==> config.mk <==
export PLATFORM = sky130hd
export DESIGN_NAME = signed_divider_flat
export DESIGN_NICKNAME = d
export VERILOG_FILES = /design/src/rtl/signed_divider_if.sv /design/src/rtl/signed_divider.sv /design/src/flat_wrapper.sv
export SDC_FILE = /design/constraint.sdc
export NUM_CORES = 1
export LEC_CHECK = 0
export ABC_CLOCK_PERIOD_IN_PS = 2100
export CAP_MARGIN = 30
export CORE_MARGIN = 2
export CORE_UTILIZATION = 40
export CTS_BUF_LIST = sky130_fd_sc_hd__clkbuf_8
export CTS_CLUSTER_SIZE = 12
export DETAILED_ROUTE_END_ITERATION = 6
export GPL_ROUTABILITY_DRIVEN = 0
export GPL_TIMING_DRIVEN = 0
export PLACE_DENSITY = 0.67
export SKIP_LAST_GASP = 1
export SLEW_MARGIN = 40
export SYNTH_ARGS = -nofsm -noshare
export SYNTH_HDL_FRONTEND = slang
export SYNTH_SLANG_ARGS = --single-unit
==> constraint.sdc <==
create_clock -name clk -period 2.1 [get_ports clk]
set_clock_uncertainty 0.05 [all_clocks]
set_input_delay 0.42 -clock clk [delete_from_list [all_inputs] [get_ports clk]]
set_output_delay 0.42 -clock clk [all_outputs]
set_load 0.01 [all_outputs]
==> src/rtl/signed_divider_if.sv <==
// -----------------------------------------------------------------------------
// signed_divider_if
//   Handshake and data bundle for the sequential signed divider.
//   The master drives start, dividend and divisor. The slave (the divider)
//   returns busy, the done pulse, the held results and the status flags.
//
//   Parameters
//     DW  dividend / quotient width (two's complement)
//     VW  divisor / remainder width (two's complement)
//
//   Optional build macro: DIVIDER_BCD_OUT_EN
//     Adds quot_bcd (decimal digits of |quotient|) and quot_sign.
// -----------------------------------------------------------------------------
interface signed_divider_if #(
  parameter int DW = 10,
  parameter int VW = 5
);
`ifdef DIVIDER_BCD_OUT_EN
  // Enough decimal digits for the largest magnitude, 2^(DW-1).
  localparam int ND = ((DW - 1) * 301) / 1000 + 1;
`endif

  logic          start;
  logic [DW-1:0] dividend;
  logic [VW-1:0] divisor;
  logic          busy;
  logic          done;
  logic [DW-1:0] quotient;
  logic [VW-1:0] remainder;
  logic          div_zero;
  logic          overflow;
`ifdef DIVIDER_BCD_OUT_EN
  logic [4*ND-1:0] quot_bcd;
  logic            quot_sign;
`endif

  modport master (
    output start, dividend, divisor,
    input  busy, done, quotient, remainder, div_zero, overflow
`ifdef DIVIDER_BCD_OUT_EN
    , quot_bcd, quot_sign
`endif
  );

  modport slave (
    input  start, dividend, divisor,
    output busy, done, quotient, remainder, div_zero, overflow
`ifdef DIVIDER_BCD_OUT_EN
    , quot_bcd, quot_sign
`endif
  );
endinterface

==> src/rtl/signed_divider.sv <==
// -----------------------------------------------------------------------------
// signed_divider
//   Sequential signed restoring divider. It produces one quotient bit per
//   clock, MSB first, on operand magnitudes and applies the signs at the end.
//   The quotient truncates toward zero and the remainder takes the sign of the
//   dividend, so dividend == quotient*divisor + remainder.
//   Results and flags are registered and held until the next done.
//
//   Ports
//     clk  single clock, rising edge
//     rst  synchronous reset, active-low
//     bus  signed_divider_if.slave:
//            start/dividend/divisor in; busy, done (1-cycle pulse), quotient,
//            remainder, div_zero and overflow out
//
//   Latency: start is captured at edge 1. busy is high after edges 1..DW+1,
//   and done is high after edge DW+2. The latency is the same for every
//   operand value, including a zero divisor.
//
//   Optional build macro: DIVIDER_BCD_OUT_EN
//     Adds a BCD state that converts |quotient| with shift-add-3 over DW
//     cycles, and drives quot_bcd / quot_sign. With the macro, done arrives
//     after edge 2*DW+2.
// -----------------------------------------------------------------------------
module signed_divider #(
  parameter int DW = 10,
  parameter int VW = 5
) (
  input  logic            clk,
  input  logic            rst,
  signed_divider_if.slave bus
);
  localparam int CW = $clog2(DW);
  // Partial remainder carries one extra bit so a divisor magnitude of
  // 2^(VW-1) still fits after the shift.
  localparam int RW = VW + 1;

  typedef enum logic [1:0] {
    S_IDLE = 2'd0,
    S_ITER = 2'd1,
    S_FIX  = 2'd2,
    S_BCD  = 2'd3
  } state_t;

  state_t        state_q, state_d;
  logic [CW-1:0] cnt_q, cnt_d;
  // Dividend magnitude shifts out of the top while quotient bits shift in.
  logic [DW-1:0] dq_q, dq_d;
  logic [VW-1:0] dmag_q, dmag_d;
  logic [RW-1:0] rem_q, rem_d;
  logic          neg_quot_q, neg_quot_d;
  logic          neg_rem_q, neg_rem_d;
  logic          done_q, done_d;
  logic [DW-1:0] quotient_q, quotient_d;
  logic [VW-1:0] remainder_q, remainder_d;
  logic          div_zero_q, div_zero_d;
  logic          overflow_q, overflow_d;

  // Datapath for one restoring step.
  logic [RW:0]   shifted;
  logic          take;
  assign shifted = {rem_q, dq_q[DW-1]};
  assign take    = (shifted >= {2'b00, dmag_q});

  // Signed results formed from the magnitudes once the iterations finish.
  logic          div_by_zero;
  logic [DW-1:0] fix_quot;
  logic [VW-1:0] fix_rem;
  logic          fix_ovf;
  assign div_by_zero = (dmag_q == '0);

  always_comb begin
    fix_quot = neg_quot_q ? -dq_q : dq_q;
    fix_rem  = neg_rem_q ? -rem_q[VW-1:0] : rem_q[VW-1:0];
    // A positive quotient with its MSB set cannot be represented. This only
    // happens for -2^(DW-1) / -1.
    fix_ovf  = ~neg_quot_q & dq_q[DW-1];
    if (div_by_zero) begin
      fix_quot = '0;
      fix_rem  = '0;
      fix_ovf  = 1'b0;
    end
  end

`ifdef DIVIDER_BCD_OUT_EN
  localparam int ND = ((DW - 1) * 301) / 1000 + 1;

  logic [4*ND-1:0] bcd_q, bcd_d;
  logic [4*ND-1:0] bcd_adj;
  logic [4*ND-1:0] bcd_shift;
  logic [DW-1:0]   bin_q, bin_d;
  logic [4*ND-1:0] quot_bcd_q, quot_bcd_d;
  logic            quot_sign_q, quot_sign_d;

  // Each digit >= 5 gets +3 before the shift, so it carries correctly.
  genvar gi;
  generate
    for (gi = 0; gi < ND; gi++) begin : g_add3
      assign bcd_adj[4*gi +: 4] = (bcd_q[4*gi +: 4] >= 4'd5) ?
                                  bcd_q[4*gi +: 4] + 4'd3 : bcd_q[4*gi +: 4];
    end
  endgenerate

  // The top digit never overflows for magnitudes up to 2^(DW-1).
  assign bcd_shift = (4*ND)'({bcd_adj, bin_q[DW-1]});
`endif

  logic publish;

  always_comb begin
    state_d     = state_q;
    cnt_d       = cnt_q;
    dq_d        = dq_q;
    dmag_d      = dmag_q;
    rem_d       = rem_q;
    neg_quot_d  = neg_quot_q;
    neg_rem_d   = neg_rem_q;
    done_d      = 1'b0;
    quotient_d  = quotient_q;
    remainder_d = remainder_q;
    div_zero_d  = div_zero_q;
    overflow_d  = overflow_q;
    publish     = 1'b0;
`ifdef DIVIDER_BCD_OUT_EN
    bcd_d       = bcd_q;
    bin_d       = bin_q;
    quot_bcd_d  = quot_bcd_q;
    quot_sign_d = quot_sign_q;
`endif

    case (state_q)
      S_IDLE: begin
        if (bus.start) begin
          dq_d       = bus.dividend[DW-1] ? -bus.dividend : bus.dividend;
          dmag_d     = bus.divisor[VW-1] ? -bus.divisor : bus.divisor;
          rem_d      = '0;
          neg_quot_d = bus.dividend[DW-1] ^ bus.divisor[VW-1];
          neg_rem_d  = bus.dividend[DW-1];
          cnt_d      = CW'(DW - 1);
          state_d    = S_ITER;
        end
      end

      S_ITER: begin
        rem_d = take ? RW'(shifted - {2'b00, dmag_q}) : RW'(shifted);
        dq_d  = {dq_q[DW-2:0], take};
        if (cnt_q == '0) begin
          state_d = S_FIX;
        end else begin
          cnt_d = cnt_q - CW'(1);
        end
      end

      S_FIX: begin
`ifdef DIVIDER_BCD_OUT_EN
        bin_d   = dq_q;
        bcd_d   = '0;
        cnt_d   = CW'(DW - 1);
        state_d = S_BCD;
`else
        publish = 1'b1;
        state_d = S_IDLE;
`endif
      end

      S_BCD: begin
`ifdef DIVIDER_BCD_OUT_EN
        bcd_d = bcd_shift;
        bin_d = {bin_q[DW-2:0], 1'b0};
        if (cnt_q == '0) begin
          publish = 1'b1;
          state_d = S_IDLE;
        end else begin
          cnt_d = cnt_q - CW'(1);
        end
`else
        state_d = S_IDLE;
`endif
      end

      default: state_d = S_IDLE;
    endcase

    if (publish) begin
      done_d      = 1'b1;
      quotient_d  = fix_quot;
      remainder_d = fix_rem;
      div_zero_d  = div_by_zero;
      overflow_d  = fix_ovf;
`ifdef DIVIDER_BCD_OUT_EN
      quot_bcd_d  = div_by_zero ? '0 : bcd_shift;
      // A zero quotient is shown without a minus sign.
      quot_sign_d = neg_quot_q & ~div_by_zero & (|dq_q);
`endif
    end
  end

  always_ff @(posedge clk) begin
    if (!rst) begin
      state_q     <= S_IDLE;
      cnt_q       <= '0;
      dq_q        <= '0;
      dmag_q      <= '0;
      rem_q       <= '0;
      neg_quot_q  <= 1'b0;
      neg_rem_q   <= 1'b0;
      done_q      <= 1'b0;
      quotient_q  <= '0;
      remainder_q <= '0;
      div_zero_q  <= 1'b0;
      overflow_q  <= 1'b0;
`ifdef DIVIDER_BCD_OUT_EN
      bcd_q       <= '0;
      bin_q       <= '0;
      quot_bcd_q  <= '0;
      quot_sign_q <= 1'b0;
`endif
    end else begin
      state_q     <= state_d;
      cnt_q       <= cnt_d;
      dq_q        <= dq_d;
      dmag_q      <= dmag_d;
      rem_q       <= rem_d;
      neg_quot_q  <= neg_quot_d;
      neg_rem_q   <= neg_rem_d;
      done_q      <= done_d;
      quotient_q  <= quotient_d;
      remainder_q <= remainder_d;
      div_zero_q  <= div_zero_d;
      overflow_q  <= overflow_d;
`ifdef DIVIDER_BCD_OUT_EN
      bcd_q       <= bcd_d;
      bin_q       <= bin_d;
      quot_bcd_q  <= quot_bcd_d;
      quot_sign_q <= quot_sign_d;
`endif
    end
  end

  assign bus.busy      = (state_q != S_IDLE);
  assign bus.done      = done_q;
  assign bus.quotient  = quotient_q;
  assign bus.remainder = remainder_q;
  assign bus.div_zero  = div_zero_q;
  assign bus.overflow  = overflow_q;
`ifdef DIVIDER_BCD_OUT_EN
  assign bus.quot_bcd  = quot_bcd_q;
  assign bus.quot_sign = quot_sign_q;
`endif
endmodule

==> src/flat_wrapper.sv <==
// flat-port wrapper written by rule: the top's interface ports become plain ports
module signed_divider_flat 
#(
  parameter int DW = 10,
  parameter int VW = 5
)
  (clk, rst, bus_start, bus_dividend, bus_divisor, bus_busy, bus_done, bus_quotient, bus_remainder, bus_div_zero, bus_overflow);
  signed_divider_if #(.DW(DW), .VW(VW)) bus_i ();
  input  logic clk;
  input  logic rst;
  input wire logic [$bits(bus_i.start)-1:0] bus_start;
  input wire logic [$bits(bus_i.dividend)-1:0] bus_dividend;
  input wire logic [$bits(bus_i.divisor)-1:0] bus_divisor;
  output wire logic [$bits(bus_i.busy)-1:0] bus_busy;
  output wire logic [$bits(bus_i.done)-1:0] bus_done;
  output wire logic [$bits(bus_i.quotient)-1:0] bus_quotient;
  output wire logic [$bits(bus_i.remainder)-1:0] bus_remainder;
  output wire logic [$bits(bus_i.div_zero)-1:0] bus_div_zero;
  output wire logic [$bits(bus_i.overflow)-1:0] bus_overflow;
  assign bus_i.start = bus_start;
  assign bus_i.dividend = bus_dividend;
  assign bus_i.divisor = bus_divisor;
  assign bus_busy = bus_i.busy;
  assign bus_done = bus_i.done;
  assign bus_quotient = bus_i.quotient;
  assign bus_remainder = bus_i.remainder;
  assign bus_div_zero = bus_i.div_zero;
  assign bus_overflow = bus_i.overflow;
  signed_divider #(.DW(DW), .VW(VW)) u_core (.clk(clk), .rst(rst), .bus(bus_i));
endmodule
# Word-level counts from Yosys, hierarchy flattened
# Index checks and enable logic that the tools add are counted.
[totals]
register_bits = 47
in_bits = 18
[classes]
addsub = 6
order_cmp = 1
n_eq_ne = 6
n_mux = 20
bitwise_logic = 3
n_reduce_logical = 10
[ops]
columns = ["operator", "n"]
rows = [
  ["2-to-1 mux 10 bit", 4],
  ["negator 10 bit", 2],
  ["case mux 10 bit (2 select lines)", 1],
  ["2-to-1 mux 5 bit", 3],
  ["2-to-1 mux 6 bit", 2],
  ["case mux 6 bit (2 select lines)", 1],
  ["negator 5 bit", 2],
  ["2-to-1 mux 4 bit", 2],
  ["case mux 4 bit (2 select lines)", 1],
  [">= comparator 7 x 5 -> 1 bit", 1],
  ["case mux 2 bit (3 select lines)", 1],
  ["AND reduction 2 bit", 3],
  ["subtractor 6 x 5 -> 6 bit", 1],
  ["zero test 5 bit", 1],
  ["equality test 2 bit (second input constant)", 2],
  ["zero test 4 bit", 1],
  ["2-to-1 mux 2 bit", 2],
  ["!= test 2 bit (second input constant)", 2],
  ["nonzero test 2 bit", 2],
  ["subtractor 4 x 1 -> 4 bit (second input constant)", 1],
  ["2-to-1 mux 1 bit", 3],
  ["AND reduction 3 bit", 1],
  ["equality test 2 x 1 -> 1 bit (second input constant)", 1],
  ["zero test 2 bit", 1],
  ["other kinds (5)", 5],
]

# Logic depth before layout (Yosys ltp)
[logic_depth]
word_depth = 4
ltp_mapped = 9

# Worst setup path after synthesis
# Ideal clock, no wire load.
[synth_path]
kind = "register to register"
start = "reg u_core.rem_q[3]"
end = "reg u_core.rem_q[0]"
arrival_time_ns = 1.758
required_time_ns = 1.976
slack_ns = 0.218
path_stages_with_launch = 6
path_buffers = 0
period_less_slack_ns = 1.882
path_cell_list = "dfxtp_1 ha_1 a2111oi_0 o21ai_2 mux2_2 o21ai_0"
[synth_between]
elab_chain_len = 3
[synth_rtl]
columns = ["element", "line", "text"]
rows = [
  ["start, declared", "signed_divider.sv:50", "logic [RW-1:0] rem_q, rem_d;"],
  ["start signal, assigned", "signed_divider.sv:223", "rem_q <= rem_d;"],
  [">= comparator 7 x 5 -> 1 bit", "signed_divider.sv:63", "assign take = (shifted >= {2'b00, dmag_q});"],
  ["2-to-1 mux 6 bit", "signed_divider.sv:145", "rem_d = take ? RW'(shifted - {2'b00, dmag_q}) : RW'(shifted);"],
  ["case mux 6 bit (2 select lines)", "signed_divider.sv:131", "case (state_q)"],
]
# No other way between the ends.
# A chain may end at the register's enable or synchronous reset.

# Worst setup path after layout
[layout_path]
start = "reg u_core.state_q[1]"
end = "out bus_busy"
[layout_between]
elab_chain_len = 1
[layout_rtl]
columns = ["element", "line", "text"]
rows = [
  ["start, declared", "signed_divider.sv:45", "state_t state_q, state_d;"],
  ["start signal, assigned", "signed_divider.sv:219", "state_q <= state_d;"],
  ["nonzero test 2 bit", "signed_divider.sv:240", "assign bus.busy = (state_q != S_IDLE);"],
  ["end, declared", "flat_wrapper.sv:14", "output wire logic [$bits(bus_i.busy)-1:0] bus_busy;"],
]
# No other way between the ends.

==> impl_metrics.json <==
{
  "switching_share_pct": 33.2,
  "cts_root_buf": "sky130_fd_sc_hd__clkbuf_8",
  "worst_max_slew_pin_slew_ns": 0.675,
  "x_dimension_of_the_die_um": 85.7,
  "drive_above_1_share_pct": 6.82,
  "grt_antenna_before_repair": 0,
  "r2r_setup_slack_ns": 0.13,
  "postSynthCellCount": 310,
  "clock_tree.htree_level_count": 2,
  "final.min_clock_period_ns": 1.98,
  "first_iter_violations": 160,
  "setup-violations-final": 0,
  "clkLatencyLatePin_ns": 0.30,
  "drt_pass1_iterations": 6,
  "relSlewSlack_pct": 54.9,
  "grt_start_max_net_pins": 15,
  "count_of_flip_flops_with_a_built_in_enable_after_synthesis": 0,
  "leakage_nw": 1.23,
  "critical_path_arrival_ns": 1.51,
  "die_height_um": 85.7,
  "synth_async_sr_flop_share_pct": 0,
  "design.core.area_um2": 6420,
  "maxSlewViolCount": 0,
  "tritoncts": "yes",
  "synth_seq_cells": 47,
  "antenna-diode-count": 0,
  "netSwitchingPower_uw": 813,
  "rows": 29,
  "timing_worst_setup_path_type": "reg2out",
  "global_route.usage.total_pct": 16.9,
  "hold_class": "reg2reg",
  "hold_viol": 0,
  "fp.dieArea_um2": 7350,
  "synth.yosys.seq_area_share_pct": 35.2,
  "syn-cell-area_um2": 2670,
  "power_density_nw_per_um2": 748,
  "power.total_mw": 2.45,
  "dominantRegCellSynth": "sky130_fd_sc_hd__dfxtp_1",
  "post_synth.cell_area_avg_um2": 8.62,
  "num_clock_sinks": 47,
  "final_net_count": 382,
  "setup.worst_path.end_class": "primary output",
  "grt_pass1_wl_um": 10100,
  "cells_on_worst_reg2reg_path": 7,
  "layout-area-overhead-vs-synth_pct": 22.8,
  "internal_power_mw": 1.64,
  "clock_power_share_pct": 24.1,
  "cts_made_buffers": 5,
  "number_of_global_route_vias_before_repair": 2194,
  "status": "finished with violations",
  "yosysUniqueCellTypes": 49,
  "critical_path.reg2reg.endpoint": "u_core.rem_q[0]",
  "route.detailed.vias_per_inst": 5.37,
  "max-vdd-ir-drop_mv": 0.357,
  "largest_fanout_of_any_net_on_the_critical_path": 10,
  "ios": 37,
  "ys.warnings.count": 0,
  "postCtsSetupBuffers": 0,
  "regToRegStartpoint": "u_core.dmag_q[2]",
  "cap_violations": 0,
  "drc": 2,
  "hpwl_um": 4570,
  "finalCritPeriodShare_pct": 94.4,
  "syn_nets": 341,
  "pwr-share-comb_pct": 32.2,
  "failed_checks": "DRC",
  "final.hold.worst_slack_ns": 0.426,
  "startpoint_of_the_worst_setup_timing_path": "u_core.state_q[1]",
  "worst-endpoint-required_ns": 1.63,
  "initial_core_util_pct": 41.6,
  "routed_wl_um": 5980,
  "route.detailed.wl_per_inst_um": 13.9,
  "critPathCapture": "bus_busy",
  "vias": 2302,
  "cts_max_path_buffers": 2,
  "grt_overflow": 0,
  "antenna_left": 0,
  "cts.reportedPaths.clkPinSlew_ns": 0.08,
  "port_buffer_cells": 36,
  "crit_path_start_kind": "flop",
  "sequentialPowerShare_pct": 43.7,
  "fmax_mhz": 504
}
==> how the worst min path moves through the flow <==
stage / from / cells past startpoint / slack, ns / to
final: u_core.bus.quotient[6] / 2 / 0.43 / u_core.bus.quotient[6]
after CTS: u_core.bus.quotient[6] / 2 / 0.43 / u_core.bus.quotient[6]
after global placement: u_core.bus.quotient[6] / 2 / 0.41 / u_core.bus.quotient[6]
after global routing: u_core.bus.quotient[8] / 2 / 0.46 / u_core.bus.quotient[8]
after floorplan: u_core.rem_q[5] / 2 / 0.41 / u_core.rem_q[5]
after detailed placement: u_core.bus.quotient[6] / 2 / 0.42 / u_core.bus.quotient[6]
==> synth_stat cells (all sizes together), types with 2 or more instances <==
cell      n  area [um2]
or2       2        12.5
a22oi     5        37.5
nor3b     2        15.0
nand4     3        18.8
o211a     4        40.0
nand2    24        90.1
o31ai     7        52.6
or4       2        18.8
nor2b    26         163
dfxtp    47         941
nor2     15        56.3
buf       4        17.5
or3b      2        17.5
o41ai     2        43.8
mux2i     8        80.1
clkbuf   11        41.3
o21a      2        15.0
o21ai    14        73.8
a31oi     3        18.8
nor3      7        35.0
nor4      7        43.8
and2      6        37.5
xor2      8        70.1
xnor2    17         149
nand3     7        35.0
a2111oi   2        17.5
ha       12         150
nand2b    4        25.0
a21boi    5        37.5
a21oi    16        80.1
inv      18        67.6
a222oi    6        60.1
o221ai    2        17.5
==> cells by family (layout without fill, tap and decap cells) <==
kind of cell	count (synthesis)	in the layout	share of synthesized area, %
flops	47	47	35.2
xor+xnor	25	25	8.20
fa+ha+maj	13	13	6.37
buf+inv	33	75	4.73
compound gates	73	73	19.9
simple gates	110	110	22.2
mux	9	9	3.42
==> layout by cell type, fill, tap and decap left out, types with 2 or more instances in the layout <==
master,count
sky130_fd_sc_hd__or2_2,2
sky130_fd_sc_hd__o221ai_1,2
sky130_fd_sc_hd__buf_1,2
sky130_fd_sc_hd__o21a_1,2
sky130_fd_sc_hd__mux2i_1,8
sky130_fd_sc_hd__nor2_1,15
sky130_fd_sc_hd__a21oi_1,16
sky130_fd_sc_hd__a222oi_1,6
sky130_fd_sc_hd__clkbuf_1,9
sky130_fd_sc_hd__and2_1,5
sky130_fd_sc_hd__clkdlybuf4s50_1,33
sky130_fd_sc_hd__o31ai_1,7
sky130_fd_sc_hd__o211a_1,4
sky130_fd_sc_hd__nand2b_1,4
sky130_fd_sc_hd__nor4_1,7
sky130_fd_sc_hd__a31oi_1,3
sky130_fd_sc_hd__nand3_1,7
sky130_fd_sc_hd__dlymetal6s2s_1,3
sky130_fd_sc_hd__inv_1,17
sky130_fd_sc_hd__xor2_1,8
sky130_fd_sc_hd__clkbuf_8,7
sky130_fd_sc_hd__ha_1,11
sky130_fd_sc_hd__nand2_1,24
sky130_fd_sc_hd__buf_2,2
sky130_fd_sc_hd__o21ai_0,12
sky130_fd_sc_hd__xnor2_1,17
sky130_fd_sc_hd__a22oi_1,5
sky130_fd_sc_hd__a21boi_0,5
sky130_fd_sc_hd__o41ai_4,2
sky130_fd_sc_hd__dfxtp_1,46
sky130_fd_sc_hd__nor3_1,7
sky130_fd_sc_hd__nand4_1,3
sky130_fd_sc_hd__nor2b_1,26
==> critical path, cell delays in order, from the launching register on <==
cell and delay [ns]:
sky130_fd_sc_hd__dfxtp_1 0.41, sky130_fd_sc_hd__or2_2 0.33, sky130_fd_sc_hd__clkdlybuf4s50_1 0.48
==> through the flow <==
stage	cells	cell area [um2]	worst slack [ns]	TNS, ns	util, %
after CTS	430	3230	-0.0149	-0.0368	50.3
after floorplan	310	2670	0.218	0	-
after global placement	423	3130	-0.395	-4.21	48.7
after global routing	429	3280	-0.0190	-0.0190	51.1
final	429	3280	0.117	0	51.1
after detailed placement	423	3130	-0.398	-3.98	48.7
==> sequential cells by signal (all words and copies together), names as in the netlist <==
name,count
u_core.bus.div_zero,1
u_core.bus.done,1
u_core.bus.overflow,1
u_core.bus.quotient,10
u_core.bus.remainder,5
u_core.cnt_q,4
u_core.dmag_q,5
u_core.dq_q,10
u_core.neg_quot_q,1
u_core.neg_rem_q,1
u_core.rem_q,6
u_core.state_q,2
==> layer usage <==
layer | vias up | GRT usage, % | wire (um)
li1 | 1186 | - | -
met1 | 1049 | 22.8 | 2900
met2 | 56 | 27.6 | 2720
met3 | 11 | 2.89 | 232
met4 | 0 | 5.63 | 117
met5 | - | 0 | 0
==> layout make-up <==
cell class / count / area [um2]
Multi-Input combinational cell: 230 / 1650
Inverter: 18 / 67.6
Fill cell: 624 / 3140
Clock inverter: 1 / 7.51
Timing Repair Buffer: 36 / 368
Clock buffer: 7 / 96.3
Buffer: 13 / 51.3
Sequential cell: 47 / 942
Tap cell: 77 / 96.3
==> power by group through the flow <==
| stage | Clock (mW) | Combinational [mW] | Sequential (mW) |
|---|---|---|---|
| final | 0.591 | 0.790 | 1.07 |
| after global routing | 0.647 | 0.892 | 1.09 |
| after CTS | 0.611 | 0.769 | 1.06 |
| after detailed placement | 0 | 0.765 | 1.07 |
| after global placement | 0 | 0.753 | 1.07 |
| after floorplan | 0 | 0.578 | 1.05 |
==> repair_timing <==
action | in CTS | in global routing
endpoints found under the hold margin | 0 | 0
pin swaps | 1 | 3
hold buffers | 0 | 0
endpoints found under the setup margin | 5 | 19
gates resized for setup | 1 | 13
(Power assumes the default switching activity.)
